`config.mk`:
```
export PLATFORM = sky130hd
export DESIGN_NAME = bitbakery_serial_rx
export DESIGN_NICKNAME = d
export VERILOG_FILES = /design/src/rtl/bitbakery_serial_rx_pkg.sv /design/src/rtl/bitbakery_rx_sync.sv /design/src/rtl/bitbakery_serial_rx.sv
export SDC_FILE = /design/constraint.sdc
export NUM_CORES = 1
export LEC_CHECK = 0
export BUFFER_PORTS_ARGS = -buffer_cell sky130_fd_sc_hd__buf_4
export CAP_MARGIN = 20
export CELL_PAD_IN_SITES_DETAIL_PLACEMENT = 1
export CELL_PAD_IN_SITES_GLOBAL_PLACEMENT = 1
export CORE_ASPECT_RATIO = 0.5
export CORE_MARGIN = 10
export CORE_UTILIZATION = 38
export CTS_CLUSTER_DIAMETER = 80
export DETAILED_ROUTE_END_ITERATION = 6
export PLACE_DENSITY = 0.67
export SLEW_MARGIN = 20
export SYNTH_ARGS = -nofsm -noshare
export SYNTH_HDL_FRONTEND = slang
export SYNTH_HIERARCHICAL = 1
export SYNTH_SLANG_ARGS = --single-unit
```
`constraint.sdc`:
```
create_clock -name clock -period 5.9 [get_ports clock]
set_input_delay 0.59 -clock clock [delete_from_list [all_inputs] [get_ports clock]]
set_output_delay 0.59 -clock clock [all_outputs]
set_load 0.01 [all_outputs]
```
`src/rtl/bitbakery_serial_rx_pkg.sv`:
```
`default_nettype none
// ============================================================================
// Module      : bitbakery_serial_rx_pkg
// Description : Shared definitions for the BitBakery serial link: byte tag
//               codes, receiver FSM state encoding, default bit timing and
//               the even-parity helper used when BITBAKERY_RX_PARITY_EN is
//               defined.
// Revision    : 1.0 - initial release
// ============================================================================
package bitbakery_serial_rx_pkg;

  // 50 MHz system clock, 115200 baud
  localparam int C_DEFAULT_CLKS_PER_BIT = 434;

  // Tag carried in byte[7:6] of every status byte
  localparam logic [1:0] C_TAG_STATUS = 2'b00;
  localparam logic [1:0] C_TAG_JOGADA = 2'b01;
  localparam logic [1:0] C_TAG_CONFIG = 2'b10;
  localparam logic [1:0] C_TAG_MAP    = 2'b11;

  // Receiver FSM encoding; the numeric values are visible on the debug port
  typedef enum logic [2:0] {
    S_IDLE      = 3'd0,
    S_START     = 3'd1,
    S_DATA      = 3'd2,
    S_PARITY    = 3'd3,
    S_STOP      = 3'd4,
    S_DECODE    = 3'd5,
    S_WAIT_IDLE = 3'd6
  } rx_state_e;

  // Even parity bit that makes the total count of ones in data+parity even
  function automatic logic even_parity(input logic [7:0] data);
    return ^data;
  endfunction

endpackage
`default_nettype wire

```
`src/rtl/bitbakery_rx_sync.sv`:
```
`default_nettype none
// ============================================================================
// Module      : bitbakery_rx_sync
// Description : SYNC_STAGES-deep synchroniser for the asynchronous serial
//               line, preset to the idle (high) level on reset, plus a
//               registered falling-edge detector on the synchronised bit.
// Revision    : 1.0 - initial release
// ============================================================================
module bitbakery_rx_sync #(
  parameter int SYNC_STAGES = 2
) (
  input  logic clock,
  input  logic reset_in,
  input  logic rx_i,
  output logic rx_sync_o,
  output logic fall_o
);

  logic [SYNC_STAGES-1:0] sync_q;
  logic                   prev_q;

  // Shift the raw line through the chain; remember the previous synced bit
  always_ff @(posedge clock or negedge reset_in) begin
    if (!reset_in) begin
      sync_q <= '1;
      prev_q <= 1'b1;
    end else begin
      sync_q <= {sync_q[SYNC_STAGES-2:0], rx_i};
      prev_q <= sync_q[SYNC_STAGES-1];
    end
  end

  assign rx_sync_o = sync_q[SYNC_STAGES-1];
  assign fall_o    = prev_q & ~sync_q[SYNC_STAGES-1];

endmodule
`default_nettype wire

```
`src/rtl/bitbakery_serial_rx.sv`:
```
`default_nettype none
// ============================================================================
// Module      : bitbakery_serial_rx
// Description : UART receiver for the BitBakery status stream. Deserialises
//               8N1 frames (8E1 when BITBAKERY_RX_PARITY_EN is defined) and
//               decodes the 2-bit byte tag into registered game status, with
//               a tracker that flags a complete 00->01->10 status snapshot.
// Config      : `define BITBAKERY_RX_PARITY_EN to expect an even parity bit;
//               must match the transmitter build.
// Revision    : 1.0 - initial release
// ============================================================================
module bitbakery_serial_rx
  import bitbakery_serial_rx_pkg::*;
#(
  parameter int CLKS_PER_BIT = C_DEFAULT_CLKS_PER_BIT,
  parameter int SYNC_STAGES  = 2
) (
  input  logic       clock,
  input  logic       reset_in,
  input  logic       entrada_serial,
  output logic [7:0] rx_byte,
  output logic       byte_valid,
  output logic       frame_error,
  output logic [1:0] minigame,
  output logic [3:0] estado,
  output logic [5:0] jogada,
  output logic       dificuldade,
  output logic [3:0] player_position,
  output logic       snapshot_valid,
  output logic [2:0] db_estado_rx
);

  localparam int              CW          = $clog2(CLKS_PER_BIT);
  localparam logic [CW-1:0]   C_BIT_LAST  = CW'(CLKS_PER_BIT - 1);
  localparam logic [CW-1:0]   C_HALF_LAST = CW'((CLKS_PER_BIT / 2) - 1);

  logic w_rx;
  logic w_fall;
  logic w_tick;

  rx_state_e     state_q,       state_d;
  logic [CW-1:0] cnt_q,         cnt_d;
  logic [2:0]    bit_q,         bit_d;
  logic [7:0]    shift_q,       shift_d;
  logic [7:0]    rx_byte_q,     rx_byte_d;
  logic          byte_valid_q,  byte_valid_d;
  logic          frame_error_q, frame_error_d;
  logic [1:0]    minigame_q,    minigame_d;
  logic [3:0]    estado_q,      estado_d;
  logic [5:0]    jogada_q,      jogada_d;
  logic          dific_q,       dific_d;
  logic [3:0]    ppos_q,        ppos_d;
  logic          snap_q,        snap_d;
  logic [1:0]    expect_q,      expect_d;

  bitbakery_rx_sync #(
    .SYNC_STAGES (SYNC_STAGES)
  ) u_sync (
    .clock     (clock),
    .reset_in  (reset_in),
    .rx_i      (entrada_serial),
    .rx_sync_o (w_rx),
    .fall_o    (w_fall)
  );

  // A full bit time has elapsed since the previous sample point
  assign w_tick = (cnt_q == C_BIT_LAST);

  // State, counters, shift register, decoded fields and pulses
  always_ff @(posedge clock or negedge reset_in) begin
    if (!reset_in) begin
      state_q       <= S_IDLE;
      cnt_q         <= '0;
      bit_q         <= '0;
      shift_q       <= '0;
      rx_byte_q     <= '0;
      byte_valid_q  <= 1'b0;
      frame_error_q <= 1'b0;
      minigame_q    <= '0;
      estado_q      <= '0;
      jogada_q      <= '0;
      dific_q       <= 1'b0;
      ppos_q        <= '0;
      snap_q        <= 1'b0;
      expect_q      <= C_TAG_STATUS;
    end else begin
      state_q       <= state_d;
      cnt_q         <= cnt_d;
      bit_q         <= bit_d;
      shift_q       <= shift_d;
      rx_byte_q     <= rx_byte_d;
      byte_valid_q  <= byte_valid_d;
      frame_error_q <= frame_error_d;
      minigame_q    <= minigame_d;
      estado_q      <= estado_d;
      jogada_q      <= jogada_d;
      dific_q       <= dific_d;
      ppos_q        <= ppos_d;
      snap_q        <= snap_d;
      expect_q      <= expect_d;
    end
  end

  // Next-state logic; a good stop bit loads the byte and the tagged fields on
  // the edge into DECODE, so the pulses are visible during the DECODE cycle
  always_comb begin
    state_d       = state_q;
    cnt_d         = cnt_q;
    bit_d         = bit_q;
    shift_d       = shift_q;
    rx_byte_d     = rx_byte_q;
    byte_valid_d  = 1'b0;
    frame_error_d = 1'b0;
    minigame_d    = minigame_q;
    estado_d      = estado_q;
    jogada_d      = jogada_q;
    dific_d       = dific_q;
    ppos_d        = ppos_q;
    snap_d        = 1'b0;
    expect_d      = expect_q;

    case (state_q)
      S_IDLE: begin
        cnt_d = '0;
        if (w_fall) begin
          state_d = S_START;
          bit_d   = '0;
        end
      end

      S_START: begin
        if (cnt_q == C_HALF_LAST) begin
          cnt_d   = '0;
          // A line back high at mid start bit was a glitch
          state_d = w_rx ? S_IDLE : S_DATA;
        end else begin
          cnt_d = cnt_q + 1'b1;
        end
      end

      S_DATA: begin
        if (w_tick) begin
          cnt_d   = '0;
          shift_d = {w_rx, shift_q[7:1]};
          bit_d   = bit_q + 3'd1;
          if (bit_q == 3'd7) begin
`ifdef BITBAKERY_RX_PARITY_EN
            state_d = S_PARITY;
`else
            state_d = S_STOP;
`endif
          end
        end else begin
          cnt_d = cnt_q + 1'b1;
        end
      end

      S_PARITY: begin
`ifdef BITBAKERY_RX_PARITY_EN
        if (w_tick) begin
          cnt_d = '0;
          if (w_rx != even_parity(shift_q)) begin
            frame_error_d = 1'b1;
            expect_d      = C_TAG_STATUS;
            state_d       = S_WAIT_IDLE;
          end else begin
            state_d = S_STOP;
          end
        end else begin
          cnt_d = cnt_q + 1'b1;
        end
`else
        state_d = S_IDLE;
`endif
      end

      S_STOP: begin
        if (w_tick) begin
          cnt_d = '0;
          if (w_rx) begin
            state_d      = S_DECODE;
            rx_byte_d    = shift_q;
            byte_valid_d = 1'b1;
            case (shift_q[7:6])
              C_TAG_STATUS: begin
                minigame_d = shift_q[5:4];
                estado_d   = shift_q[3:0];
                expect_d   = C_TAG_JOGADA;
              end
              C_TAG_JOGADA: begin
                jogada_d = shift_q[5:0];
                expect_d = (expect_q == C_TAG_JOGADA) ? C_TAG_CONFIG : C_TAG_STATUS;
              end
              C_TAG_CONFIG: begin
                dific_d  = shift_q[4];
                ppos_d   = shift_q[3:0];
                snap_d   = (expect_q == C_TAG_CONFIG);
                expect_d = C_TAG_STATUS;
              end
              C_TAG_MAP: begin
                expect_d = C_TAG_STATUS;
              end
              default: begin
                expect_d = C_TAG_STATUS;
              end
            endcase
          end else begin
            frame_error_d = 1'b1;
            expect_d      = C_TAG_STATUS;
            state_d       = S_WAIT_IDLE;
          end
        end else begin
          cnt_d = cnt_q + 1'b1;
        end
      end

      S_DECODE: begin
        state_d = S_IDLE;
      end

      S_WAIT_IDLE: begin
        // Require one unbroken bit time of idle before hunting for a start bit
        if (!w_rx) begin
          cnt_d = '0;
        end else if (w_tick) begin
          cnt_d   = '0;
          state_d = S_IDLE;
        end else begin
          cnt_d = cnt_q + 1'b1;
        end
      end

      default: begin
        state_d = S_IDLE;
        cnt_d   = '0;
      end
    endcase
  end

  assign rx_byte         = rx_byte_q;
  assign byte_valid      = byte_valid_q;
  assign frame_error     = frame_error_q;
  assign minigame        = minigame_q;
  assign estado          = estado_q;
  assign jogada          = jogada_q;
  assign dificuldade     = dific_q;
  assign player_position = ppos_q;
  assign snapshot_valid  = snap_q;
  assign db_estado_rx    = state_q;

endmodule
`default_nettype wire
```
==> summary.txt, run 1 <==
Outcome
  – Status: completed

Critical path
  – CP Max Fanout: 10
  – Worst Setup End Kind: flip-flop
  – Worst Path Required: 6.08 ns
  – WS Path Type: flip-flop to flip-flop
  – Startpoint types: flip-flop
  – Critical Path AT: 2.84 ns

Floorplan
  – Die Area: 10,500 sq um
  – Die Span X: ~140 um
  – Starting Density: 0.404
  – Top Ports: 34
  – Core area: 6230 sq um
  – Num rows: 20
  – Chip height: 77.5 um

Global route
  – Number of antenna violations at the first check in global routing: 0
  – GRT Residual Overflow: 0
  – Number of global-route vias before repair: 1,825
  – Pin count of the biggest net entering global routing: 57
  – First-pass GRT wire length: 9030 um
  – Total GRT Usage: 0.106

STA
  – Final Hold Fails: 0
  – Slack of the critical path: around 3.2 ns
  – Setup total negative slack: 0 ns
  – Min cycle time layout: 2.66 ns
  – RSZ-0062 raised after global routing: no
  – Fin. max-slew vios: 0
  – Fmax: 376 MHz
  – Tcrit/Tclk final: 0.450
  – Worst Skew: between 0.006 and 0.007 ns
  – Max-slew headroom: 0.524
  – Slew @ Worst Pin: a little over 0.7 ns
  – WHS: approximately 0.34 ns
  – Final setup fails: 0

CTS
  – CTS root buffer: clkbuf_16
  – CTS Hold Buffers Added: 0
  – PostCTS Resize Cnt: 0
  – Worst-skew pair later-pin latency: 0.30 ns
  – Clock Tree Buf Depth: 2
  – Clock transition at path regs: approximately 0.070 ns
  – H-tree Lvls: 2
  – CTS sink cnt: 56
  – CTS tree: done
  – Setup Buffers After CTS: 0
  – TritonCTS Buffers: 5

Synthesis
  – Top FF cell, synth: dfrtp_1
  – Post-synthesis area per instance: 13.0 sq um
  – Syn Std Cell Area: 2520 sq um
  – Post-synth EDFFs: 0
  – FF+latch count, synth: 56
  – Area leader, netlist: dfrtp_1
  – Warnings from Yosys: 6
  – Gate count of the mapped netlist: 194
  – Ys async rst share: 1.00
  – Largest cells by area after synthesis: dfrtp_1 (53%), mux2_2 (12%), mux2_4 (3.6%)
  – Distinct cells, synth: 45
  – Post-synth top area share: 0.527
  – Post-Syn Nets: 202
  – Seq/Total Area, Yosys: 0.558

Layout
  – Commonest non-fill, non-tap cell in the layout: dfrtp_1
  – Fraction of final layout cells sized beyond drive strength 1: 0.398
  – ANT cells: 0
  – Fill cells: 656
  – NumNets Final: roughly 230
  – Post-Layout Inst Area: 2990 sq um
  – Area growth from synthesis to layout: 18.9%
  – Most frequent cells in the layout: dfrtp_1 (53), buf_4 (34), mux2_2 (27), nand2_1 (13)

Routing
  – Via count: ~1,600
  – Vias per cell: 5.13
  – DRC: 0
  – Routed WL: 5300 um
  – DRT iter0 DRCs: between 60 and 70
  – Wirelength per Cell: 16.9 um
  – DR pass1 iterations: 4
  – Antenna viol nets, final: 0

Min path
  – Worst min-delay path class: input pin to asynchronous set/reset pin

Placement
  – Gp weighted congestion: 0.748
  – Placed cell areas: 2820 sq um
  – Post-DP HPWL: 3620 um
  – Port Buffers: 33
  – Post-place setup slack: 3.23 ns

Power
  – Leakage: 0.00155 uW
  – Worst VDD drop: approximately 0.00013 V
  – PwrDens: 286 nW/um^2

Flow run
  – Max-cap violations: 0
## stage by stage
step	util	cells	total power, uW
3_3_place_gp	0.453	306	514
4_1_cts	0.480	314	869
3_5_place_dp	0.453	306	522
2_1_floorplan	-	194	491
6_report	0.480	314	854
5_1_grt	0.480	314	901
## flip-flops by register name, indices dropped and copies added, names as in the netlist, 3 cells and up
| register | cells |
|---|---|
| bit_q | 3 |
| cnt_q | 9 |
| db_estado_rx | 3 |
| estado | 4 |
| jogada | 6 |
| player_position | 4 |
| rx_byte | 8 |
| shift_q | 8 |
## report_power, final
| part | leakage (uW) | switching (uW) | internal [uW] |
|---|---|---|---|
| Combinational | 0.000708 | 42.6 | 38.2 |
| Sequential | 0.000762 | 29.3 | 402 |
| Clock | 0.0000815 | 140 | 202 |
| Total | 0.00155 | 212 | 643 |
## worst max-delay path, stage by stage (launching register included)
cell       delay, ns
dfrtp_1         0.40
inv_1           0.10
ha_1            0.16
nand4bb_2       0.17
nor3_4          0.35
nand4_2         0.43
nor3b_2         0.54
mux2_2          0.39
## kinds of logic (layout without fill, tap and decap cells)
group,after synthesis,count (layout),share of synthesized area
simple gates,54,54,0.145
fa+ha+maj,5,5,0.0249
mux,33,33,0.157
buf+inv,16,48,0.0318
xor+xnor,3,3,0.0104
compound gates,27,27,0.0726
flops,56,56,0.558
## synth_stat cells, drive strengths merged, types with 2 or more instances
| cell | number |
|---|---|
| inv | 6 |
| a21o | 3 |
| nor3 | 3 |
| dfstp | 3 |
| ha | 5 |
| clkbuf | 6 |
| a21oi | 4 |
| buf | 4 |
| nand3b | 5 |
| o41ai | 3 |
| nor2b | 3 |
| xor2 | 3 |
| dfrtp | 53 |
| nand4b | 2 |
| a31oi | 2 |
| a22o | 4 |
| nor2 | 8 |
| nand2 | 13 |
| nand3 | 8 |
| mux2 | 33 |
| nor3b | 3 |
| and3 | 2 |
| o21ai | 8 |
## final timing paths
path,startpoint,endpoint,slack [ns],depth (start not counted)
max,cnt_q[1],player_position[1],3.24,7
min,reset_in,cnt_q[1],0.34,1
max reg2reg,cnt_q[1],player_position[1],3.24,7
min reg2reg,u_sync/sync_q[0],u_sync/sync_q[1],0.37,0
max in group asynchronous,reset_in,estado[2],5.08,1
min in group clock,u_sync/sync_q[0],u_sync/sync_q[1],0.37,0
## area by class of cell
cell class                 instances  area [sq um]  area share
sequential                        56          1410       0.470
multi-input combinational        122          1030       0.345
clock inverter                     2          38.8      0.0130
clock buffer                       6           129      0.0431
inverter                           6          22.5     0.00753
timing repair buffer              34           255      0.0853
tap                               88           110      0.0368
## per-layer routing
| layer | track usage | routed length [um] |
|---|---|---|
| met1 | 0.118 | 2280 |
| met5 | 0 | 0 |
| met4 | 0.0417 | 89 |
| met3 | 0.0392 | 296 |
| met2 | 0.183 | 2640 |
(Power assumes the default switching activity.)
==> inputs of run 2 (changes only) <==
--- a/config.mk
+++ b/config.mk
@@ -14,7 +14,7 @@
 export CORE_UTILIZATION = 38
 export CTS_CLUSTER_DIAMETER = 80
 export DETAILED_ROUTE_END_ITERATION = 6
-export PLACE_DENSITY = 0.67
+export PLACE_DENSITY = 0.69
 export SLEW_MARGIN = 20
 export SYNTH_ARGS = -nofsm -noshare
 export SYNTH_HDL_FRONTEND = slang
==> constraint.sdc (replaced) <==
create_clock -name clock -period 2.32 [get_ports clock]
set_input_delay 0.232 -clock clock [delete_from_list [all_inputs] [get_ports clock]]
set_output_delay 0.232 -clock clock [all_outputs]
set_load 0.01 [all_outputs]
==> run 2 against run 1 <==
The run now ends with negative hold slack left; sequential power rose to 2.5 times the previous value; critical path depth unchanged; sequential share of layout area down 1.3 points; clock skew about the same; global-route usage up 0.26 points; die area unchanged; highest routed layer unchanged.
==> summary.txt, run 2 (synthesis gave the netlist of run 1 again) <==
Outcome
  – Status: finished, violations left
  – Failing checks: negative hold slack

STA
  – Final Hold Fails: 12
  – RSZ-0062 raised after global routing: no
  – Fin. max-slew vios: 0
  – Worst Skew: 0.00647 ns
  – WHS: -0.0313 ns
  – Min cycle time layout: 2.22 ns
  – Fmax: between 400 and 500 MHz
  – Max-slew headroom: 0.533
  – Slew @ Worst Pin: 0.701 ns
  – Setup total negative slack: 0 ns
  – Tcrit/Tclk final: 0.956
  – Final setup fails: 0

Layout
  – Fraction of final layout cells sized beyond drive strength 1: 0.441
  – Most frequent cells in the layout: dfrtp_1 (52), buf_4 (44), mux2_2 (27), nand2_1 (13)
  – ANT cells: 0
  – Commonest non-fill, non-tap cell in the layout: dfrtp_1
  – Fill cells: 653
  – Core occupancy in the finished layout: 0.494
  – Multi-input gate area: ~1100 sq um
  – Top reg by flops: cnt_q
  – Reg area: 1410 sq um
  – Number of flip-flops in the largest register: 9
  – Area growth from synthesis to layout: 22.3%
  – NumNets Final: 243

CTS
  – CTS Hold Buffers Added: 0
  – CTS tree: done
  – Worst-skew pair later-pin latency: 0.29 ns
  – CTS sink cnt: 56
  – Clock Tree Buf Depth: 2
  – TritonCTS Buffers: 5
  – Clock transition at path regs: about 0.07 ns
  – H-tree Lvls: 2
  – CTS root buffer: clkbuf_16

Routing
  – DRT iter0 DRCs: 50
  – DRC: 0
  – Via count: 1,652
  – Wirelength per Cell: 17.0 um
  – DR pass1 iterations: 4
  – Vias per cell: 5.10
  – Antenna viol nets, final: 0
  – Routed WL: approximately 5500 um

Placement
  – Port Buffers: 33
  – Gp weighted congestion: 0.746
  – Post-DP HPWL: 3840 um

Floorplan
  – Chip height: between 70 and 80 um
  – Die Span X: roughly 140 um
  – Core area: 6230 sq um
  – Top Ports: 34
  – Starting Density: 0.404
  – Num rows: 20
  – Die Area: 10,500 sq um

Min path
  – Worst min-delay path class: input pin to asynchronous set/reset pin

Critical path
  – R2R cell count: 7
  – Startpoint types: flip-flop
  – Reg2reg start: cnt_q[1]
  – Worst Path Required: about 2.5 ns
  – Worst Setup End Kind: flip-flop
  – WS Path Type: flip-flop to flip-flop
  – Largest stage delay, worst path: 0.66 ns
  – CP startpoint: cnt_q[1]
  – Critical Path AT: 2.40 ns
  – Worst path slowest cell: or4b_4
  – CP Max Fanout: 7
  – R2R Setup Slk: 0.10 ns
  – Worst-path cell chain: inv_2 -> ha_4 -> nand4bb_4 -> nor3_4 -> nand3_4 -> or4b_4 -> mux2_4
  – RR Endpoint: estado[2]

Global route
  – First-pass GRT wire length: 9200 um
  – Number of global-route vias before repair: 1,802
  – GRT Residual Overflow: 0
  – Met1 Use GR: 0.124
  – Met2 GRT Util: 0.193
  – Number of antenna violations at the first check in global routing: 0
  – Pin count of the biggest net entering global routing: 57
  – Met3 Track Usage GR: 0.0321
  – Total GRT Usage: 0.109
  – GRT busiest layer: met2

Flow run
  – Max-cap violations: 0

Power
  – PwrDens: ~700 nW/um^2
  – Leakage: about 0.0016 uW
  – Worst VDD drop: roughly 0.0003 V
run 2: cell count changes in the layout (fill, tap and decap cells not counted), sizes merged:
| cell | change |
|---|---|
| clkbuf | -1 |
| clkinvlp | +1 |
| buf | +10 |
| bufinv | -1 |
| clkinv | +1 |
run 2: metrics by stage:
stage,instance area [sq um],total power [uW],cells,worst slack [ns],hold WS [ns]
floorplan,2520,1250,194,0.106,-0.0636
global placement,2880,1330,314,0.172,0.321
detailed placement,2880,1340,314,0.110,0.331
CTS,3040,2110,322,0.105,0.0144
global route,3080,2260,324,0.00181,0.0235
finish,3080,2120,324,0.103,-0.0313
run 2: routing by layer:
metal,part of all wire,wire length [um]
met3,0.044,241
met4,0.010,57
met5,0,0
met2,0.50,2760
met1,0.44,2440
run 2: worst max path at each step:
| stage | to |
|---|---|
| finish | estado[2] |
| global route | minigame[0] |
| CTS | estado[2] |
| detailed placement | estado[2] |
| global placement | estado[3] |
| floorplan | dificuldade |
run 2: critical path: cells and delay by family, from the launching register on:
kind,cells,cell delay (ns)
mux,1,0.33
buf+inv,1,0.09
fa+ha+maj,1,0.13
flops,1,0.41
simple gates,4,1.14
run 2: layout make-up:
type                    instances  share of cell area
clock inverters                 3             0.00895
clock buffers                   5              0.0407
well taps                      88              0.0358
flip-flops and latches         56               0.457
inverters                       6             0.00732
multi-input cells             122               0.343
repair buffers                 44               0.107
run 2: report_power, final:
group | leakage (uW) | switching [uW] | internal [uW] | total [uW]
clock | 0.0000719 | 357 | 410 | 767
combinational | 0.000756 | 139 | 131 | 270
sequential | 0.000761 | 61.0 | 1020 | 1090
run 2: timing repair:
action	in CTS	in global routing
endpoints found under the setup margin	0	1
buffers inserted	0	2
resized for setup	0	5
